<file path="src/rtl/switch_debouncer.sv">
// Purpose : synchronise and debounce slide-switch inputs; clean level plus 1-cycle rise/fall/changed pulses.
// Latency : SYNC_STAGES + DEBOUNCE_CYCLES edges from a clean raw step to sw (6 edges at SYNC_STAGES=2, DEBOUNCE_CYCLES=4).
// Backpressure: none; free-running level filter, pulses are single-cycle and never held.
//
// Ports:
//   clk        in   1      system clock (same domain as processorWrapper)
//   rst        in   1      asynchronous active-high reset
//   swRaw      in   WIDTH  raw pad levels, asynchronous to clk
//   sw         out  WIDTH  debounced level (registered)
//   swRise     out  WIDTH  1-cycle pulse per bit on sw 0->1 (registered)
//   swFall     out  WIDTH  1-cycle pulse per bit on sw 1->0 (registered)
//   swChanged  out  1      1-cycle pulse when any bit of sw changes (registered)
module switch_debouncer #(
    parameter int WIDTH           = 16,
    parameter int DEBOUNCE_CYCLES = 1000000,
    parameter int SYNC_STAGES     = 2
) (
    input  logic             clk,
    input  logic             rst,
    input  logic [WIDTH-1:0] swRaw,
    output logic [WIDTH-1:0] sw,
    output logic [WIDTH-1:0] swRise,
    output logic [WIDTH-1:0] swFall,
    output logic             swChanged
);

    // Counter only has to reach DEBOUNCE_CYCLES-1; keep at least one bit so
    // DEBOUNCE_CYCLES==1 still elaborates (count then always sits at 0).
    localparam int CNT_W = (DEBOUNCE_CYCLES > 1) ? $clog2(DEBOUNCE_CYCLES) : 1;
    localparam logic [CNT_W-1:0] CNT_LAST = CNT_W'(DEBOUNCE_CYCLES - 1);

    typedef enum logic {
        STABLE  = 1'b0,  // synchronised level agrees with sw
        PENDING = 1'b1   // disagreement being timed
    } bitPhase_t;

    logic [WIDTH-1:0] syncReg [SYNC_STAGES];
    logic [WIDTH-1:0] syncN;
    logic [CNT_W-1:0] cnt     [WIDTH];
    logic [CNT_W-1:0] cntNext [WIDTH];
    bitPhase_t        phase   [WIDTH];
    logic [WIDTH-1:0] accept;

    assign syncN = syncReg[SYNC_STAGES-1];

    // Synchroniser chain; stage 0 is the only flop that sees the async pad.
    always_ff @(posedge clk or posedge rst) begin
        if (rst) begin
            for (int s = 0; s < SYNC_STAGES; s++) begin
                syncReg[s] <= '0;
            end
        end else begin
            syncReg[0] <= swRaw;
            for (int s = 1; s < SYNC_STAGES; s++) begin
                syncReg[s] <= syncReg[s-1];
            end
        end
    end

    // Per-bit filter decision. A match at any point drops the bit back to
    // STABLE with a cleared count; the count never holds or counts down.
    // On the final mismatch cycle the new level is taken and the count is
    // cleared in the same edge, so the counter can never wrap.
    always_comb begin
        accept = '0;
        for (int i = 0; i < WIDTH; i++) begin
            cntNext[i] = '0;
            phase[i]   = (syncN[i] != sw[i]) ? PENDING : STABLE;
            case (phase[i])
                PENDING: begin
                    if (cnt[i] == CNT_LAST) begin
                        accept[i] = 1'b1;
                    end else begin
                        cntNext[i] = cnt[i] + 1'b1;
                    end
                end
                default: begin
                    cntNext[i] = '0;
                end
            endcase
        end
    end

    always_ff @(posedge clk or posedge rst) begin
        if (rst) begin
            for (int i = 0; i < WIDTH; i++) begin
                cnt[i] <= '0;
            end
            sw        <= '0;
            swRise    <= '0;
            swFall    <= '0;
            swChanged <= 1'b0;
        end else begin
            for (int i = 0; i < WIDTH; i++) begin
                cnt[i] <= cntNext[i];
            end
            // An accepted bit always flips, so XOR is the new level and the
            // synced value tells the direction of the edge.
            sw        <= sw ^ accept;
            swRise    <= accept & syncN;
            swFall    <= accept & ~syncN;
            swChanged <= |accept;
        end
    end

endmodule

</file>
<file path="config.mk">
export PLATFORM = sky130hd
export DESIGN_NAME = switch_debouncer
export DESIGN_NICKNAME = d
export VERILOG_FILES = /design/src/rtl/switch_debouncer.sv
export SDC_FILE = /design/constraint.sdc
export NUM_CORES = 1
export LEC_CHECK = 0
export CORE_MARGIN = 3
export CORE_UTILIZATION = 60
export CTS_CLUSTER_DIAMETER = 40
export DETAILED_ROUTE_END_ITERATION = 7
export HOLD_SLACK_MARGIN = 0.06
export PLACE_DENSITY = 0.9
export SETUP_SLACK_MARGIN = 0.1
export SYNTH_ARGS = -nofsm -noshare
export SYNTH_HDL_FRONTEND = slang
export SYNTH_SLANG_ARGS = --single-unit
</file>
<file path="constraint.sdc">
create_clock -name clk -period 28.4 [get_ports clk]
set_input_delay 5.68 -clock clk [delete_from_list [all_inputs] [get_ports clk]]
set_output_delay 5.68 -clock clk [all_outputs]
set_load 0.02 [all_outputs]
</file>
==> impl_results.rst, run 1 <==
.. list-table::
   :header-rows: 1

   * - Metric
     - Value
   * - Initial core utilization
     - 0.619
   * - H-tree levels
     - 2
   * - Via count of the first global-routing pass
     - 13200
   * - Post_cts resized
     - 0
   * - Cell type with the largest total area after synthesis
     - dfrtp_1
   * - Antenna cell count
     - 0
   * - Cell Area, Synth
     - 18100 um^2
   * - Tightest Hold Check Type
     - reg -> reg
   * - Final period util
     - 0.283
   * - Unrepaired setup endpoints after global routing
     - false
   * - Number of DRC markers in iteration 0
     - 1092
   * - Maximum number of pins on one net before global-route repair
     - 182
   * - Worst IR Drop VDD
     - 0.0508 mV
   * - Hold path start
     - syncReg[17]
   * - End point of the most critical hold path
     - syncN[1]
   * - Yosys reg bits
     - 401
   * - Number of detailed-routing iterations run before antenna repair
     - 6
   * - Critical path startpoint
     - rst
   * - Final weighted congestion of routability-driven global placement
     - 0.820
   * - Warning count from the yosys run
     - 0
   * - Reg2Reg Depth
     - 6
   * - Number of cells produced by synthesis
     - 1742
   * - Endpoints failing hold
     - 0
   * - Register area share after synthesis
     - 0.554
   * - Max-cap violations
     - 0
   * - Std-Cell Rows
     - 62
   * - Buffer cell driving the clock tree root
     - clkbuf_16
   * - Synthesized net count
     - 1776
   * - Clock input transition at the sequential cells of the worst setup and hold paths
     - 0.06 ns
   * - Yosys cell types
     - 45
   * - Leakage
     - 8.92 nW
   * - Number of antenna violations at the first check in global routing
     - 0
   * - Post-DP HPWL
     - 22300 um
   * - Total congestion overflow after global routing
     - 0
   * - I/O Buffers
     - 66
   * - Top fanout value on the critical path
     - 181
   * - Final Slew Violations
     - 0
   * - Worst slew pin tran
     - 1.21 ns
   * - Worst hold margin
     - 0.347 ns
   * - Clock latency on the worst-skew pair
     - 0.56 ns
   * - Post-route antenna net violation count
     - 0
   * - Setup TNS after final layout
     - 0 ns
   * - # hold bufs at CTS
     - 0
   * - Core region area
     - 29200 um^2
   * - Overall fraction of global-route tracks in use
     - 0.227
   * - Number of buffers created by CTS
     - 49
   * - Async S/R FF share, synth
     - 1.00
   * - Top cells by area, synth
     - dfrtp_1, xnor2_1, nor2_1
   * - Routed metal-1 wire length
     - 15500 um
   * - Max-slew headroom
     - 0.188
   * - Worst hold path cell count
     - 0
   * - Wire length of the first global-routing pass
     - 63100 um
   * - Syn avg cell area
     - 10.4 um^2
   * - Routed wl met3
     - 1830 um
   * - Met2 WL post-DR
     - 18400 um
   * - Capture point of the worst reg-to-reg path
     - swChanged
   * - Area growth from synthesis to layout
     - 15.2%
   * - Number of enable flip-flop cells after synthesis
     - 0
   * - Proportion of netlist area held by the largest area contributor
     - 0.554
   * - Total die area
     - 32300 um^2
   * - Share of cells above drive strength 1
     - 0.0654
   * - Max Clock Freq
     - 124 MHz
   * - TritonCTS Sinks
     - 401
   * - Die H
     - 180 um
   * - Final layout net count
     - 1861
   * - DIE WIDTH
     - 180 um
   * - Vias post-DR
     - 12900
   * - Routed WL per cell
     - 16.3 um
   * - Setup slack of the most critical reg-to-reg path
     - 25.66 ns
   * - Count of fill cells added during filler insertion
     - 1872
   * - Result of the run
     - finished, final reports clean
   * - Max clock buf depth
     - 3
   * - Endpoint class of the critical path
     - async pin
   * - TritonCTS clock tree
     - yes
   * - DRC viols
     - 0
   * - Power density cells
     - 61.1 nW/um^2
   * - Worst reg2reg path startpoint
     - cnt[140]
   * - Nature of the critical path startpoint
     - input pin
   * - Post-CTS setup-driven buffer insertion count
     - 0
   * - Vias per std cell
     - 5.73
   * - Min Tclk post-route
     - 8.03 ns
   * - Leading register cell type out of synthesis
     - dfrtp_1
   * - Highest Signal Layer
     - met4
   * - Data arrival, critical path
     - 8.57 ns
   * - Final setup violation count
     - 0
   * - Setup Crit Path Kind
     - in -> async
   * - Worst setup skew after layout
     - 0.0207 ns
   * - Worst EP required
     - 28.94 ns
   * - Total I/O pin count
     - 67
   * - Total length of routed wires
     - 36600 um
## how the worst max path moves through the flow
stage | endpoint | cells past startpoint
after floorplan | async pin | 1
after global placement | cnt[207] | 4
after detailed placement | cnt[207] | 4
after CTS | cnt[206] | 4
after global routing | cnt[206] | 4
final | cnt[305] | 4
## registers in the layout, summed over array words and instances (netlist names), named ones only
register   flops
swRise        16
swFall        16
cnt          320
swChanged      1
syncN         16
syncReg       16
## cell families after synthesis
group | Yosys count | share of synthesized area
buffers and inverters | 71 | 0.0180
flip-flops | 401 | 0.554
AND/OR/NAND/NOR | 928 | 0.257
adder cells (fa/ha/maj) | 16 | 0.0111
multiplexers | 15 | 0.00933
XOR/XNOR | 305 | 0.148
AO/OA/AOI/OAI | 6 | 0.00263
## layer usage
layer / global-route usage / vias up
li1: - / 6054
met1: 0.300 / 6367
met2: 0.390 / 377
met3: 0.0390 / 85
met4: 0.0693 / 0
met5: 0 / -
## Yosys cell counts (36+ instances only)
cell     number
nand2_1     114
nor2_1      354
xnor2_1     166
nor4_1       39
nor3_1       43
nor3b_1      36
inv_1        37
xor2_1      139
nand4_1      54
dfrtp_1     401
nand3_1     115
and3_1       66
## stage by stage
stage	cell area [um^2]	total power [mW]	instances	util	worst slack, ns
after floorplan	18100	0.620	1742	-	11.57
after global placement	19100	0.628	2160	0.653	19.65
after detailed placement	19100	0.630	2160	0.653	19.60
after CTS	20900	1.29	2250	0.713	20.17
after global routing	20900	1.32	2250	0.713	19.85
final	20900	1.27	2250	0.713	20.37
## critical path, stage by stage
cell	delay, ns
clkdlybuf4s50_1	0.49
inv_8	0.70
buf_12	0.70
buf_4	0.84
## cells in the final DEF (no fill, tap or decap), types with 36 or more instances in the layout
cell type / netlist / routed
clkdlybuf4s50_1: 0 / 66
dfrtp_1: 401 / 401
xor2_1: 139 / 139
and3_1: 66 / 66
nand4_1: 54 / 54
nor2_1: 354 / 354
nor3b_1: 36 / 36
clkbuf_16: 0 / 49
inv_1: 37 / 36
xnor2_1: 166 / 166
nand3_1: 115 / 115
nor4_1: 39 / 39
nor3_1: 43 / 43
nand2_1: 114 / 114
## power by group
group,leakage (nW),internal (mW),switching (mW)
logic,2.59,0.00922,0.0236
registers,5.49,0.579,0.00812
clock network,0.841,0.394,0.260
## area by class of cell
class	instances	area [um^2]	share of cell area
Clock buffer	61	1350	0.0648
Tap cell	384	480	0.0230
Inverter	37	146	0.00702
Multi-Input combinational cell	1270	7750	0.372
Timing Repair Buffer	68	688	0.0330
Clock inverter	29	402	0.0193
Sequential cell	401	10000	0.481
Power figures use the tool's default switching activity.
==> inputs of run 2 (changes only) <==
- CORE_UTILIZATION: 60 -> 55
- PLACE_DENSITY: 0.9 -> 0.87
- clock period: 28.4 -> 7.23 ns (I/O delays scaled with it)
==> run 2 against run 1 <==
Compared with the run above: critical path depth shrank 3; clock-buffer cell count shrank 2; setup slack lost 16 ns; largest cell class unchanged; critical endpoint is now sw[4]; non-clock buffer count grew 1.
==> impl_results.rst, run 2 (same netlist as run 1, synthesis figures left out) <==
.. list-table::
   :header-rows: 1

   * - Metric
     - Value
   * - TritonCTS clock tree
     - yes
   * - Clock latency on the worst-skew pair
     - 0.57 ns (about the same)
   * - Worst EP required
     - 5.78 ns (-23.16 ns)
   * - Die H
     - 187 um (+4.3%)
   * - Endpoint class of the critical path
     - output port
   * - Min Tclk post-route
     - 3.14 ns
   * - Count of placed standard cells in the final layout, fillers left out
     - 2303 (+2.4%)
   * - Max clock buf depth
     - 3 (unchanged)
   * - TritonCTS Sinks
     - 401 (unchanged)
   * - Cell total after placement
     - 2212 (+2.4%)
   * - Top fanout value on the critical path
     - 6 (-97%)
   * - Unrepaired setup endpoints after global routing
     - false
   * - Max reg flops
     - 320 (unchanged)
   * - Vias post-DR
     - 12800 (-0.96%)
   * - Buffer cell driving the clock tree root
     - clkbuf_16
   * - Data arrival, critical path
     - 1.69 ns (-6.88 ns)
   * - Post-DP HPWL
     - 22300 um (-0.15%)
   * - Max Clock Freq
     - 318 MHz
   * - Area taken by multi-input logic gates
     - 7750 um^2 (about the same)
   * - Clock input transition at the sequential cells of the worst setup and hold paths
     - 0.06 ns (about the same)
   * - Setup TNS after final layout
     - 0 ns (unchanged)
   * - Max-slew headroom
     - 0.284 (+0.0960)
   * - Nature of the critical path startpoint
     - register
   * - Overall fraction of global-route tracks in use
     - 0.199 (-0.0284)
   * - DRC viols
     - 0 (unchanged)
   * - Total buffers and inverters traversed by the critical path
     - 1 (-3)
   * - Total I/O pin count
     - 67 (unchanged)
   * - Share of cells above drive strength 1
     - 0.0653 (-0.0000700)
   * - Cell-by-cell listing of the critical path
     - clkdlybuf4s50_1
   * - Number of buffers created by CTS
     - 49 (unchanged)
   * - Maximum number of pins on one net before global-route repair
     - 179 (-1.6%)
   * - Top register by number of flip-flops
     - cnt
   * - Routed WL per cell
     - 15.1 um (-6.9%)
   * - Number of DRC markers in iteration 0
     - 852 (-22%)
   * - Wire length of the first global-routing pass
     - 60300 um (-4.5%)
   * - Tightest Hold Check Type
     - reg -> reg
   * - Leakage
     - 8.90 nW (-0.31%)
   * - # hold bufs at CTS
     - 0 (unchanged)
   * - Setup Crit Path Kind
     - reg -> out
   * - Final layout net count
     - 1862 (+0.054%)
   * - Commonest non-fill, non-tap cells in the layout
     - dfrtp_1, nor2_1, xnor2_1
   * - Initial core utilization
     - 0.566 (-0.0526)
   * - Post-route antenna net violation count
     - 0 (unchanged)
   * - Worst setup skew after layout
     - 0.0208 ns (+0.0000623 ns)
   * - Crit-path max cell delay
     - 0.68 ns (-0.16 ns)
   * - Number of detailed-routing iterations run before antenna repair
     - 7 (+1)
   * - Count of fill cells added during filler insertion
     - 2279 (+22%)
   * - Std-Cell Rows
     - 65 (+4.8%)
   * - Core region area
     - 32000 um^2 (+9.3%)
   * - H-tree levels
     - 2 (unchanged)
   * - Final Slew Violations
     - 0 (unchanged)
   * - Total length of routed wires
     - 34900 um (-4.7%)
   * - I/O Buffers
     - 66 (unchanged)
   * - Sequential cell area
     - 10000 um^2 (unchanged)
   * - Final period util
     - 0.434
   * - Result of the run
     - finished, final reports clean
   * - Slowest cell on the critical path
     - clkdlybuf4s50_1
   * - DIE WIDTH
     - 187 um (+4.3%)
   * - Max-cap violations
     - 0 (unchanged)
   * - Total die area
     - 35100 um^2 (+8.8%)
   * - Endpoints failing hold
     - 0 (unchanged)
   * - Final setup violation count
     - 0 (unchanged)
   * - Kind of cell adding the most delay to the critical path
     - buffers and inverters
   * - Area growth from synthesis to layout
     - 15.2% (about the same)
   * - Vias per std cell
     - 5.54 (-3.2%)
   * - Final weighted congestion of routability-driven global placement
     - 0.830 (+1.1%)
   * - Antenna cell count
     - 0 (unchanged)
   * - Worst hold margin
     - 0.347 ns (-0.0000460 ns)
   * - Via count of the first global-routing pass
     - 12900 (-2.3%)
   * - Post_cts resized
     - 0 (unchanged)
   * - Power density cells
     - 234 nW/um^2 (+280%)
   * - Total congestion overflow after global routing
     - 0 (unchanged)
   * - Leading cell type in the layout, fill and taps excluded
     - dfrtp_1
   * - Worst IR Drop VDD
     - 0.180 mV (+250%)
   * - Post-CTS setup-driven buffer insertion count
     - 0 (unchanged)
   * - Worst slew pin tran
     - 1.07 ns (-0.141 ns)
   * - Number of antenna violations at the first check in global routing
     - 1 (+1)
## run 2: cell count changes in the layout (fill, tap and decap cells not counted), sizes merged
cell	previous run	this run
bufinv	5	3
clkinv	7	16
inv	48	44
buf	2	3
clkbuf	61	59
## run 2: area by class of cell
type                       count  area share
clock inverter                32      0.0175
multi-input combinational   1270       0.371
timing repair buffer          69      0.0340
sequential                   401       0.481
tap                          435      0.0261
inverter                      37     0.00684
clock buffer                  59      0.0631
## run 2: routing by layer
layer	track usage	vias to the layer above	share of wire	routed length (um)
li1	-	6073	-	-
met1	0.264	6321	0.44	15300
met2	0.333	281	0.49	17000
met3	0.0365	82	0.045	1570
met4	0.0675	2	0.027	938
met5	0	-	0.00037	13
## run 2: worst paths after layout
check                       startpoint    endpoint  slack, ns  depth (start not counted)
setup / recovery              register       sw[4]       4.09                          1
hold / removal             syncReg[25]    syncN[9]       0.35                          0
setup reg to reg              cnt[255]    cnt[242]       4.66                          5
hold reg to reg            syncReg[25]    syncN[9]       0.35                          0
max in group asynchronous          rst    cnt[221]       4.37                          4
min in group asynchronous          rst  swFall[10]       1.43                          3
## run 2: power by group
group / switching [mW] / internal [mW] / total, mW
Sequential: 0.0299 / 2.28 / 2.31
Clock: 1.01 / 1.45 / 2.46
Combinational: 0.0911 / 0.0368 / 0.128
Total: 1.13 / 3.76 / 4.89
## run 2: through the flow
stage	area [um^2]	total power, mW	utilization	setup slack, ns
finish	20900	4.89	0.652	4.09
global route	20900	5.06	0.652	4.05
CTS	20900	4.94	0.652	4.07
detailed placement	19200	2.47	0.600	3.79
global placement	19200	2.47	0.600	3.85
floorplan	18100	2.44	-	0.384
## run 2: worst register-to-register path: stages, from the launching register on
cell and delay, ns:
dfrtp_1 0.43, or4b_1 0.54, or4_1 0.42, or2_2 0.35
nand2b_1 0.54, nor2_1 0.14
==> inputs of run 3 (changes only) <==
- CORE_UTILIZATION: 55 -> 60
- PLACE_DENSITY: 0.87 -> 0.9
- clock period: 7.23 -> 3.3 ns (I/O delays scaled with it)
==> run 3 against run 2 <==
Compared with the run above: clock power is 120% higher; global-route usage is 2.7 points higher; sequential cell count stayed put; critical path depth is 4 higher; critical path type is now reg -> reg; largest power group unchanged.
==> impl_results.rst, run 3 (same netlist as run 1, synthesis figures left out) <==
.. list-table::
   :header-rows: 1

   * - Metric
     - Value
   * - Result of the run
     - finished, final reports clean
   * - Total I/O pin count
     - 67 (unchanged)
   * - Setup TNS after final layout
     - 0 ns (unchanged)
   * - Worst IR Drop VDD
     - 0.459 mV (+160%)
   * - DRC viols
     - 0 (unchanged)
   * - Min Tclk post-route
     - 2.55 ns
   * - Share of cells above drive strength 1
     - 0.0705 (+0.00516)
   * - Worst setup skew after layout
     - 0.0220 ns (+0.00124 ns)
   * - Kind of cell adding the most delay to the critical path
     - simple AND/OR/NAND/NOR gates
   * - Clock latency on the worst-skew pair
     - 0.56 ns (about the same)
   * - Core region area
     - 29200 um^2 (-8.5%)
   * - Combinational fraction of design power
     - 0.027 (about the same)
   * - Worst slew pin tran
     - 0.986 ns (-0.0878 ns)
   * - Total congestion overflow after global routing
     - 0 (unchanged)
   * - TritonCTS Sinks
     - 401 (unchanged)
   * - Final setup violation count
     - 0 (unchanged)
   * - Commonest non-fill, non-tap cells in the layout
     - dfrtp_1, nor2_1, xnor2_1
   * - Die H
     - 180 um (-4.1%)
   * - Cell total after placement
     - 2166 (-2.1%)
   * - Total power after layout
     - 10.8 mW (+120%)
   * - Vias per std cell
     - 5.69 (+2.7%)
   * - Nature of the critical path startpoint
     - register
   * - Maximum number of pins on one net before global-route repair
     - 134 (-25%)
   * - Total buffers and inverters traversed by the critical path
     - 0 (-1)
   * - Number of antenna violations at the first check in global routing
     - 0 (-1)
   * - Endpoint class of the critical path
     - register
   * - I/O Buffers
     - 66 (unchanged)
   * - DIE WIDTH
     - 180 um (-4.1%)
   * - TritonCTS clock tree
     - yes
   * - Total length of routed wires
     - 36000 um (+3.2%)
   * - Max-slew headroom
     - 0.336 (+0.0525)
   * - Number of DRC markers in iteration 0
     - 976 (+15%)
   * - # hold bufs at CTS
     - 0 (unchanged)
   * - Final Slew Violations
     - 0 (unchanged)
   * - Max reg flops
     - 320 (unchanged)
   * - Slowest cell on the critical path
     - or4b_1
   * - Antenna cell count
     - 0 (unchanged)
   * - Max clock buf depth
     - 3 (unchanged)
   * - Top register by number of flip-flops
     - cnt
   * - Power density cells
     - 516 nW/um^2 (+120%)
   * - Unrepaired setup endpoints after global routing
     - false
   * - Post-DP HPWL
     - 22900 um (+2.7%)
   * - H-tree levels
     - 2 (unchanged)
   * - Std-Cell Rows
     - 62 (-4.6%)
   * - Switching Fraction
     - 0.232 (+0.000576)
   * - Tightest Hold Check Type
     - reg -> reg
   * - Endpoints failing hold
     - 0 (unchanged)
   * - Summed area of non-filler cells in the final layout
     - 20900 um^2 (about the same)
   * - Cell-internal power
     - 8.27 mW (+120%)
   * - Area growth from synthesis to layout
     - 15.2% (about the same)
   * - Wire length of the first global-routing pass
     - 63100 um (+4.7%)
   * - Initial core utilization
     - 0.619 (+0.0526)
   * - Cell-by-cell listing of the critical path
     - or4b_1 > or4_1 > or2_2 > nand2b_1 > nor2_1
   * - Final weighted congestion of routability-driven global placement
     - 0.862 (+3.9%)
   * - Post-CTS setup-driven buffer insertion count
     - 0 (unchanged)
   * - Via count of the first global-routing pass
     - 13200 (+2.2%)
   * - Overall fraction of global-route tracks in use
     - 0.226 (+0.0271)
   * - Count of placed standard cells in the final layout, fillers left out
     - 2257 (-2.0%)
   * - Final layout net count
     - 1868 (+0.32%)
   * - Vias post-DR
     - 12800 (+0.70%)
   * - Setup Crit Path Kind
     - reg -> reg
   * - Final period util
     - 0.774
   * - Top fanout value on the critical path
     - 19 (+13)
   * - Buffer cell driving the clock tree root
     - clkbuf_16
   * - Switching power
     - 2.50 mW (+120%)
   * - Total die area
     - 32300 um^2 (-8.1%)
   * - Part of the total power dissipated in the clock network
     - 0.504 (+0.002)
   * - Data arrival, critical path
     - 2.95 ns (+1.26 ns)
   * - Leading cell type in the layout, fill and taps excluded
     - dfrtp_1
   * - Crit-path max cell delay
     - 0.54 ns (-0.14 ns)
   * - Number of detailed-routing iterations run before antenna repair
     - 6 (-1)
   * - Setup slack of the most critical reg-to-reg path
     - 0.75 ns (-3.91 ns)
   * - Cell Area, Placed
     - 19200 um^2 (about the same)
   * - Number of buffers created by CTS
     - 50 (+2.0%)
   * - Routed WL per cell
     - 16.0 um (+5.3%)
   * - Max Clock Freq
     - 392 MHz
   * - Post-route antenna net violation count
     - 0 (unchanged)
   * - Fraction of power consumed by sequential logic
     - 0.469 (-0.003)
   * - Clock input transition at the sequential cells of the worst setup and hold paths
     - 0.06 ns (about the same)
   * - Worst EP required
     - 3.70 ns (-2.08 ns)
   * - Leakage
     - 8.93 nW (+0.41%)
   * - Max-cap violations
     - 0 (unchanged)
   * - Post_cts resized
     - 0 (unchanged)
## run 3: area by class of cell
cell class | instances | area (um^2)
well taps | 384 | 480
fillers | 1895 | 8390
clock inverters | 33 | 327
multi-input cells | 1270 | 7750
clock buffers | 58 | 1360
inverters | 37 | 143
repair buffers | 74 | 758
flip-flops and latches | 401 | 10000
## run 3: routing by layer
metal  global-route usage  vias to the layer above  routed length [um]
met2                0.377                      338               17900
met1                0.307                     6355               15600
met4               0.0727                        0                 972
met5                    0                        -                   0
li1                     -                     6066                   -
met3               0.0376                       89                1610
## run 3: through the flow
stage | util | setup slack (ns) | hold slack, ns
floorplan | - | -2.76 | 0.331
global placement | 0.655 | 0.900 | 0.332
detailed placement | 0.655 | 0.802 | 0.335
CTS | 0.713 | 0.758 | 0.348
global route | 0.713 | 0.600 | 0.357
finish | 0.713 | 0.747 | 0.346
## run 3: worst paths after layout
kind                              from   endpoint  depth (start not counted)
max in group asynchronous          rst  swFall[8]                          3
setup reg to reg              cnt[255]   cnt[250]                          5
hold / removal             syncReg[30]  syncN[14]                          0
setup / recovery              cnt[255]   cnt[250]                          5
hold reg to reg            syncReg[30]  syncN[14]                          0
min in group asynchronous          rst   cnt[226]                          2
## run 3: power groups by stage
stage	Sequential (mW)	Clock, mW	Combinational, mW
6_report	5.05	5.42	0.288
5_1_grt	5.06	5.74	0.332
4_1_cts	5.05	5.51	0.297
3_5_place_dp	5.14	0	0.291
3_3_place_gp	5.13	0	0.278
2_1_floorplan	5.13	0	0.210
